<file path="src/rtl/lbist_pkg.sv">
// LBIST controller shared definitions: state encoding and default sizing.
// Latency: n/a (package only).
// Backpressure: n/a (package only).
package lbist_pkg;

   // Default signature width and pattern count per run.
   localparam int unsigned LBIST_BITS_DEF     = 8;
   localparam int unsigned LBIST_PATTERNS_DEF = 255;

   // Controller states. Encoding is fixed so it reads the same in any dump.
   typedef enum logic [2:0] {
      ST_IDLE    = 3'd0,
      ST_INIT    = 3'd1,
      ST_RUN     = 3'd2,
      ST_SETTLE  = 3'd3,
      ST_COMPARE = 3'd4,
      ST_DONE    = 3'd5
   } lbist_state_e;

endpackage

</file>
<file path="src/rtl/lbist_ctrl_comp.sv">
// Equality comparator between the MISR signature and the golden value.
// Latency: combinational, zero cycles.
// Backpressure: none.
// Ports: A, B - operands (W bits); res - 1 when A equals B.
module comp #(
   parameter int unsigned W = 8
) (
   input  logic [W-1:0] A,
   input  logic [W-1:0] B,
   output logic         res
);

   assign res = (A == B);

endmodule

</file>
<file path="src/rtl/lbist_ctrl.sv">
// Logic-BIST sequencer: seeds the TPG, runs PATTERNS cycles, settles, checks the MISR.
// Latency: start sampled at edge k gives done at edge k+PATTERNS+3.
// Backpressure: none; start is only accepted in IDLE/DONE, abort cancels any busy state.
// Ports:
//   clk, rst          - clock, synchronous active-high reset
//   start, abort      - run request / run cancel (abort wins)
//   sig, golden       - MISR signature and its expected value (BITS wide)
//   tpg_load, tpg_en  - pattern generator seed / advance strobes
//   misr_clr, misr_en - MISR clear / compaction strobes
//   busy, done, pass  - run status; pass valid while done=1
//   count             - patterns applied in the current run
module lbist_ctrl
   import lbist_pkg::*;
#(
   parameter int unsigned BITS     = LBIST_BITS_DEF,
   parameter int unsigned PATTERNS = LBIST_PATTERNS_DEF,
   localparam int unsigned CW      = $clog2(PATTERNS + 1)
) (
   input  logic            clk,
   input  logic            rst,
   input  logic            start,
   input  logic            abort,
   input  logic [BITS-1:0] sig,
   input  logic [BITS-1:0] golden,
   output logic            tpg_load,
   output logic            tpg_en,
   output logic            misr_clr,
   output logic            misr_en,
   output logic            busy,
   output logic            done,
   output logic            pass,
   output logic [CW-1:0]   count
);

   localparam logic [CW-1:0] PAT_LAST = CW'(PATTERNS);
   localparam logic [CW-1:0] CNT_ONE  = CW'(1);

   lbist_state_e   state_q, state_d;
   logic [CW-1:0]  count_q, count_d;
   logic           pass_q, pass_d;
   logic           cmp_res;

   comp #(
      .W (BITS)
   ) u_comp (
      .A   (sig),
      .B   (golden),
      .res (cmp_res)
   );

   // A start is only honoured when abort is low; abort beats start everywhere.
   logic start_ok;
   assign start_ok = start & ~abort;

   always_comb begin
      state_d  = state_q;
      count_d  = count_q;
      pass_d   = pass_q;
      tpg_load = 1'b0;
      tpg_en   = 1'b0;
      misr_clr = 1'b0;
      misr_en  = 1'b0;
      busy     = 1'b0;
      done     = 1'b0;

      unique case (state_q)
         ST_IDLE: begin
            if (start_ok) begin
               state_d = ST_INIT;
               count_d = '0;
               pass_d  = 1'b0;
            end
         end

         ST_INIT: begin
            busy     = 1'b1;
            tpg_load = 1'b1;
            misr_clr = 1'b1;
            if (abort) begin
               state_d = ST_IDLE;
               count_d = '0;
               pass_d  = 1'b0;
            end else begin
               // The edge into RUN applies the first pattern, so the first
               // RUN cycle already reports count=1.
               state_d = ST_RUN;
               count_d = CNT_ONE;
            end
         end

         ST_RUN: begin
            busy    = 1'b1;
            tpg_en  = 1'b1;
            misr_en = 1'b1;
            if (abort) begin
               state_d = ST_IDLE;
               count_d = '0;
               pass_d  = 1'b0;
            end else if (count_q >= PAT_LAST) begin
               // Last pattern is in flight; count holds (saturates) here.
               state_d = ST_SETTLE;
            end else begin
               count_d = count_q + CNT_ONE;
            end
         end

         ST_SETTLE: begin
            // Pattern generator frozen, MISR takes the final response.
            busy    = 1'b1;
            misr_en = 1'b1;
            if (abort) begin
               state_d = ST_IDLE;
               count_d = '0;
               pass_d  = 1'b0;
            end else begin
               state_d = ST_COMPARE;
            end
         end

         ST_COMPARE: begin
            busy = 1'b1;
            if (abort) begin
               state_d = ST_IDLE;
               count_d = '0;
               pass_d  = 1'b0;
            end else begin
               state_d = ST_DONE;
               pass_d  = cmp_res;
            end
         end

         ST_DONE: begin
            done = 1'b1;
            if (start_ok) begin
               state_d = ST_INIT;
               count_d = '0;
               pass_d  = 1'b0;
            end
         end

         default: begin
            state_d = ST_IDLE;
            count_d = '0;
            pass_d  = 1'b0;
         end
      endcase
   end

   always_ff @(posedge clk) begin
      if (rst) begin
         state_q <= ST_IDLE;
         count_q <= '0;
         pass_q  <= 1'b0;
      end else begin
         state_q <= state_d;
         count_q <= count_d;
         pass_q  <= pass_d;
      end
   end

   assign pass  = pass_q;
   assign count = count_q;

endmodule

</file>
<file path="config.mk">
export PLATFORM = sky130hd
export DESIGN_NAME = lbist_ctrl
export DESIGN_NICKNAME = d
export VERILOG_FILES = /design/src/rtl/lbist_pkg.sv /design/src/rtl/lbist_ctrl_comp.sv /design/src/rtl/lbist_ctrl.sv
export SDC_FILE = /design/constraint.sdc
export NUM_CORES = 1
export LEC_CHECK = 0
export CAP_MARGIN = 20
export CORE_ASPECT_RATIO = 0.9
export CORE_UTILIZATION = 46
export CTS_CLUSTER_SIZE = 28
export DETAILED_ROUTE_END_ITERATION = 7
export GPL_ROUTABILITY_DRIVEN = 0
export PLACE_DENSITY = 0.84
export SYNTH_ARGS = -nofsm -noshare
export SYNTH_HDL_FRONTEND = slang
export SYNTH_SLANG_ARGS = --single-unit
export TNS_END_PERCENT = 50
</file>
<file path="constraint.sdc">
create_clock -name clk -period 4.06 [get_ports clk]
set_input_delay 0.406 -clock clk [delete_from_list [all_inputs] [get_ports clk]]
set_output_delay 0.406 -clock clk [all_outputs]
set_load 0.02 [all_outputs]
</file>
==> flow_metrics.tcl, run 1 <==
set metrics [dict create \
    period_share 0.568 \
    synth_compound_area_frac 0.234 \
    synth_xor_area_frac 0.0890 \
    critPathKind "reg -> out" \
    cts_setup_buffers 0 \
    finalWirelength_mm 2.23 \
    dieHeight_um 43.6 \
    yosys-top-cells-area "dfxtp_1 27%, xor2_1 7.9%, a21oi_1 4.5%, nand2b_1 3.5%, nor3_1 3.4%" \
    dp_hpwl_mm 1.70 \
    insertion_delay_ps 280 \
    yosysTopAreaCellShare 0.271 \
    max_slew_margin 0.508 \
    power.density_nw_per_um2 219 \
    syn_nets 129 \
    dr.pass1.iters 5 \
    fin_nets 161 \
    synth_edf_count 0 \
    hp-class "reg -> reg" \
    yosysWarningCount 0 \
    n_antenna_cell 0 \
    track_usage 0.230 \
    layout.cells.non_filler 163 \
    critPathTopFamily "buffers and inverters" \
    maxCapViolCount 0 \
    dieArea_um2 2110 \
    whs_ps 523 \
    core_area_um2 1730 \
    yosysSeqAreaShare 0.271 \
    startpoint_type "register" \
    slowest_stage "clkdlybuf4s50_1" \
    drive_above_1_share 0.101 \
    ys_types 41 \
    synth_simple_gate_area_frac 0.312 \
    run_status "completed" \
    peakVddDrop_uv 235 \
    setup_viol 0 \
    cts.path.max_buffers 2 \
    via_per_inst 5.74 \
    netlist_area_um2 886 \
    clock_sinks 12 \
    vias 936 \
    drcViolationCount 0 \
    cts_buffers 3 \
    final_area_um2 1250 \
    grt_max_degree 16 \
    drtAntennaViolNets 0 \
    synth.most_common_cell "dfxtp_1" \
    hold_viol_final 0 \
    synthFlopType "dfxtp_1" \
    yosys.area_share.adder 0.0141 \
    wl_per_cell_um 13.7 \
    cts_tree "built" \
    synth_top_family_by_area "simple AND/OR/NAND/NOR gates" \
    ys_ff_latch 12 \
    arrival_ps 1900 \
    p_leak_nw 0.439 \
    skew_ps 4.69 \
    worst-path-buf-inv 2 \
    syn_inst 108 \
    dpl.cell_count 159 \
    setup-tns-final_ps 0 \
    num_io_pins 35 \
    cp_slowest_stage_delay_ps 680 \
    area_growth_pct 40.8 \
    grt_pass1_wl_mm 3.45 \
    cp_cell_sequence "inv_1 -> nor3_1 -> clkdlybuf4s50_1" \
    cts_hold_buf 0 \
    power_mw 0.273 \
    cts.root.buffer_cell "clkbuf_4" \
    max_freq_mhz 434 \
    endpoint_kind "output port" \
    tightest_slew_ps 732 \
    antenna_found_initial 0 \
    cts_resized 0 \
    async_reset_ff_frac 0 \
    synth_mux_area_frac 0.0113 \
    critPathMaxFanout 11 \
    grt_overflow_total 0 \
    critPathRequiredTime_ps 3650 \
    synth_top_area_cell "dfxtp_1" \
    drv_slew 0 \
    ys_top_cells_by_count "12 x dfxtp_1, 8 x a21oi_1, 8 x xor2_1, 7 x nor2_1" \
    start_util 0.511 \
    die_w_um 48.3 \
    fin_crit_ps 2310 \
    rsz0062_at_grt "false" \
    cts-htree-levels 1 \
    clkSlewWorstSetupHoldPaths_ps 80 \
    drt_iter0_drc 26 \
    placed_area_um2 1210 \
    grt_pass1_vias 828 \
    portBuffers 34 \
    rows 14 \
    syn_area_per_cell_um2 8.20 \
]
[state kept, by name, summed over array words and instances (netlist names)]
register and flops:
count 8, pass 1, state_q 3
[worst paths after layout]
path / start / endpoint / slack, ps / depth (start not counted)
worst max-delay path: state_q[0]$_SDFFE_PP0P_ / tpg_load / 1750 / 3
worst min-delay path: pass$_SDFFE_PP0P_ / pass$_SDFFE_PP0P_ / 520 / 2
worst max register to register: state_q[2]$_SDFFE_PP0P_ / count[3]$_SDFFE_PP0P_ / 1990 / 4
worst min register to register: pass$_SDFFE_PP0P_ / pass$_SDFFE_PP0P_ / 520 / 2
[through the flow]
step / setup slack (ps) / util
floorplan: 2140 / -
global placement: 1630 / 0.698
detailed placement: 1570 / 0.698
CTS: 1770 / 0.719
global route: 1700 / 0.719
finish: 1750 / 0.719
[logic make-up (layout without fill, tap and decap cells)]
family,Yosys count,after routing
AND/OR/NAND/NOR,45,45
AO/OA/AOI/OAI,29,29
flip-flops,12,12
buffers and inverters,11,42
XOR/XNOR,9,9
adder cells (fa/ha/maj),1,1
multiplexers,1,1
[cell usage in the layout, fill, tap and decap left out, drive strengths merged]
cell | netlist | routed
a211oi | 5 | 5
a21boi | 1 | 1
nand4b | 1 | 1
nand2b | 5 | 5
and3 | 3 | 3
nand3b | 1 | 1
nor3 | 6 | 6
inv | 4 | 4
o21ai | 6 | 6
nor2 | 7 | 7
a41oi | 1 | 1
dfxtp | 12 | 12
o32ai | 1 | 1
a31o | 2 | 2
xnor2 | 1 | 1
and4 | 2 | 2
nand3 | 3 | 3
a32oi | 1 | 1
clkbuf | 1 | 4
mux2i | 1 | 1
a211o | 1 | 1
xor2 | 8 | 8
and2 | 2 | 2
a31oi | 2 | 2
a21o | 1 | 1
a21oi | 8 | 8
or4 | 1 | 1
nand4 | 2 | 2
or3 | 2 | 2
or4b | 1 | 1
ha | 1 | 1
clkdlybuf4s50 | 0 | 34
nand2 | 3 | 3
nor4 | 2 | 2
and2b | 4 | 4
[area by class of cell]
type,count,area [um^2]
well taps,24,30.0
flip-flops and latches,12,240
repair buffers,34,340
clock buffers,4,36.3
fillers,138,487
inverters,4,15.0
multi-input cells,85,586
[tightest hold or removal path, cell delays in order, from the launching register on]
cell and delay [ps]:
dfxtp_1 320, nand4b_1 80, o21ai_0 80
[power breakdown]
| group | total (mW) | switching, mW | internal, mW |
|---|---|---|---|
| Combinational | 0.0558 | 0.0232 | 0.0326 |
| Sequential | 0.121 | 0.00245 | 0.119 |
| Clock | 0.0963 | 0.0418 | 0.0546 |
[per-layer routing]
| layer | GRT usage | share of wire |
|---|---|---|
| met3 | 0.0917 | 0.094 |
| met5 | 0 | 0 |
| met4 | 0.0500 | 0.0013 |
| met2 | 0.363 | 0.46 |
| met1 | 0.290 | 0.44 |
Note: power is estimated with default switching activity, not from simulation.
==> run 2, diff against run 1 <==
--- a/config.mk
+++ b/config.mk
@@ -7,11 +7,11 @@
 export LEC_CHECK = 0
 export CAP_MARGIN = 20
 export CORE_ASPECT_RATIO = 0.9
-export CORE_UTILIZATION = 46
+export CORE_UTILIZATION = 42
 export CTS_CLUSTER_SIZE = 28
 export DETAILED_ROUTE_END_ITERATION = 7
 export GPL_ROUTABILITY_DRIVEN = 0
-export PLACE_DENSITY = 0.84
+export PLACE_DENSITY = 0.78
 export SYNTH_ARGS = -nofsm -noshare
 export SYNTH_HDL_FRONTEND = slang
 export SYNTH_SLANG_ARGS = --single-unit
==> constraint.sdc (replaced) <==
create_clock -name clk -period 2.3 [get_ports clk]
set_input_delay 0.23 -clock clk [delete_from_list [all_inputs] [get_ports clk]]
set_output_delay 0.23 -clock clk [all_outputs]
set_load 0.02 [all_outputs]
==> run 2 against run 1 <==
  * Via count down 1.2%
  * Largest power group unchanged
  * Critical path type unchanged
  * First-iteration DRC count down 19%
  * Wire length up 5.3%
  * Largest cell class unchanged
  * Die area up 9.1%
  * Final cell count up 4.3%
==> flow_metrics.tcl, run 2 (synthesis gave the netlist of run 1 again) <==
set metrics [dict create \
    run_status "completed" \
    dr.pass1.iters 4 \
    worst-path-buf-inv 2 \
    max_freq_mhz 483 \
    drive_above_1_share 0.138 \
    final_cell_mix "34 x clkdlybuf4s50_1, 12 x dfxtp_1, 8 x a21oi_1, 8 x xor2_1, 7 x nor2_1" \
    power_mw 0.494 \
    dp_slack_ps 147 \
    final_area_um2 1290 \
    finalWirelength_mm 2.35 \
    dieArea_um2 2300 \
    max_slew_margin 0.689 \
    dpl.cell_count 166 \
    fin_crit_ps 2070 \
    layout.cells.non_filler 170 \
    startpoint "state_q[1]$_SDFFE_PP0P_" \
    drv_slew 0 \
    die_w_um 50.4 \
    fin_nets 167 \
    core_area_um2 1950 \
    rsz0062_at_grt "false" \
    drcViolationCount 0 \
    clkPwrFrac 0.361 \
    sequentialPowerShare 0.431 \
    p_leak_nw 0.469 \
    skew_ps 5.90 \
    num_io_pins 35 \
    min-delay-start "pass$_SDFFE_PP0P_" \
    antenna_found_initial 0 \
    dieHeight_um 45.6 \
    swShare 0.258 \
    switching_power_mw 0.127 \
    insertion_delay_ps 280 \
    setup-tns-final_ps 0 \
    wl_per_cell_um 13.8 \
    reg2reg_from "state_q[0]$_SDFFE_PP0P_" \
    via_per_inst 5.44 \
    period_share 0.901 \
    area_growth_pct 46.0 \
    arrival_ps 1840 \
    drt_iter0_drc 21 \
    placed_area_um2 1260 \
    endpoint_kind "output port" \
    clkSlewWorstSetupHoldPaths_ps 80 \
    final_common_cell "clkdlybuf4s50_1" \
    cts_buffers 3 \
    cts_resized 0 \
    vias 925 \
    largest_reg_flops 8 \
    cts-htree-levels 1 \
    fin_util 0.663 \
    critPathTopFamily "buffers and inverters" \
    cts.path.max_buffers 2 \
    track_usage 0.208 \
    power.density_nw_per_um2 382 \
    hp-class "reg -> reg" \
    n_antenna_cell 0 \
    critPathMaxFanout 7 \
    critPathKind "reg -> out" \
    cp_slowest_stage_delay_ps 610 \
    rows 15 \
    slowest_stage "clkdlybuf4s50_1" \
    peakVddDrop_uv 343 \
    cts_tree "built" \
    p_int_mw 0.367 \
    cp_cell_sequence "buf_4 -> and2b_1 -> and2_1 -> clkdlybuf4s50_1" \
    pwr-share-comb 0.208 \
    setup_viol 0 \
    portBuffers 34 \
    grt_max_degree 14 \
    drtAntennaViolNets 0 \
    critPathRequiredTime_ps 2070 \
    dp_hpwl_mm 1.79 \
    startpoint_type "register" \
    cts_hold_buf 0 \
    clock_sinks 12 \
    setup_ws_ps 228 \
    whs_ps 554 \
    grt_pass1_vias 788 \
    grt_overflow_total 0 \
    tightest_slew_ps 467 \
    ff2ff_setup_slack_ps 420 \
    start_util 0.454 \
    grt_pass1_wl_mm 3.53 \
    cts.root.buffer_cell "clkbuf_4" \
    maxCapViolCount 0 \
    cts_setup_buffers 0 \
    hold_viol_final 0 \
]
run 2: cell count changes in the layout (fill, tap and decap cells not counted), sizes merged:
cell / delta
buf: +6
run 2: path summary, 6_finish.rpt:
check / to / depth (start not counted)
setup / recovery: done / 4
hold / removal: pass$_SDFFE_PP0P_ / 2
setup reg to reg: count[3]$_SDFFE_PP0P_ / 4
hold reg to reg: pass$_SDFFE_PP0P_ / 2
run 2: layer usage:
| metal | track usage | routed length (um) | up-vias |
|---|---|---|---|
| met4 | 0.0722 | 37 | 0 |
| li1 | - | - | 470 |
| met2 | 0.371 | 1170 | 26 |
| met1 | 0.253 | 1050 | 425 |
| met3 | 0.0400 | 89 | 4 |
| met5 | 0 | 0 | - |
run 2: area by class of cell:
cell class	instances	area, um^2
Multi-Input combinational cell	85	586
Sequential cell	12	240
Clock buffer	4	36.3
Timing Repair Buffer	40	385
Inverter	4	15.0
Fill cell	187	658
Tap cell	25	31.3
run 2: power groups by stage:
| stage | logic, mW | clock network (mW) | registers (mW) |
|---|---|---|---|
| finish | 0.103 | 0.178 | 0.213 |
| CTS | 0.103 | 0.180 | 0.213 |
| detailed placement | 0.103 | 0 | 0.218 |
| global placement | 0.101 | 0 | 0.218 |
| global route | 0.110 | 0.192 | 0.213 |
| floorplan | 0.0536 | 0 | 0.216 |
run 2: tightest hold or removal path, delay by kind of cell, from the launching register on:
kind / cells / cell delay [ps]
flip-flops: 1 / 320
AO/OA/AOI/OAI: 1 / 90
AND/OR/NAND/NOR: 1 / 90
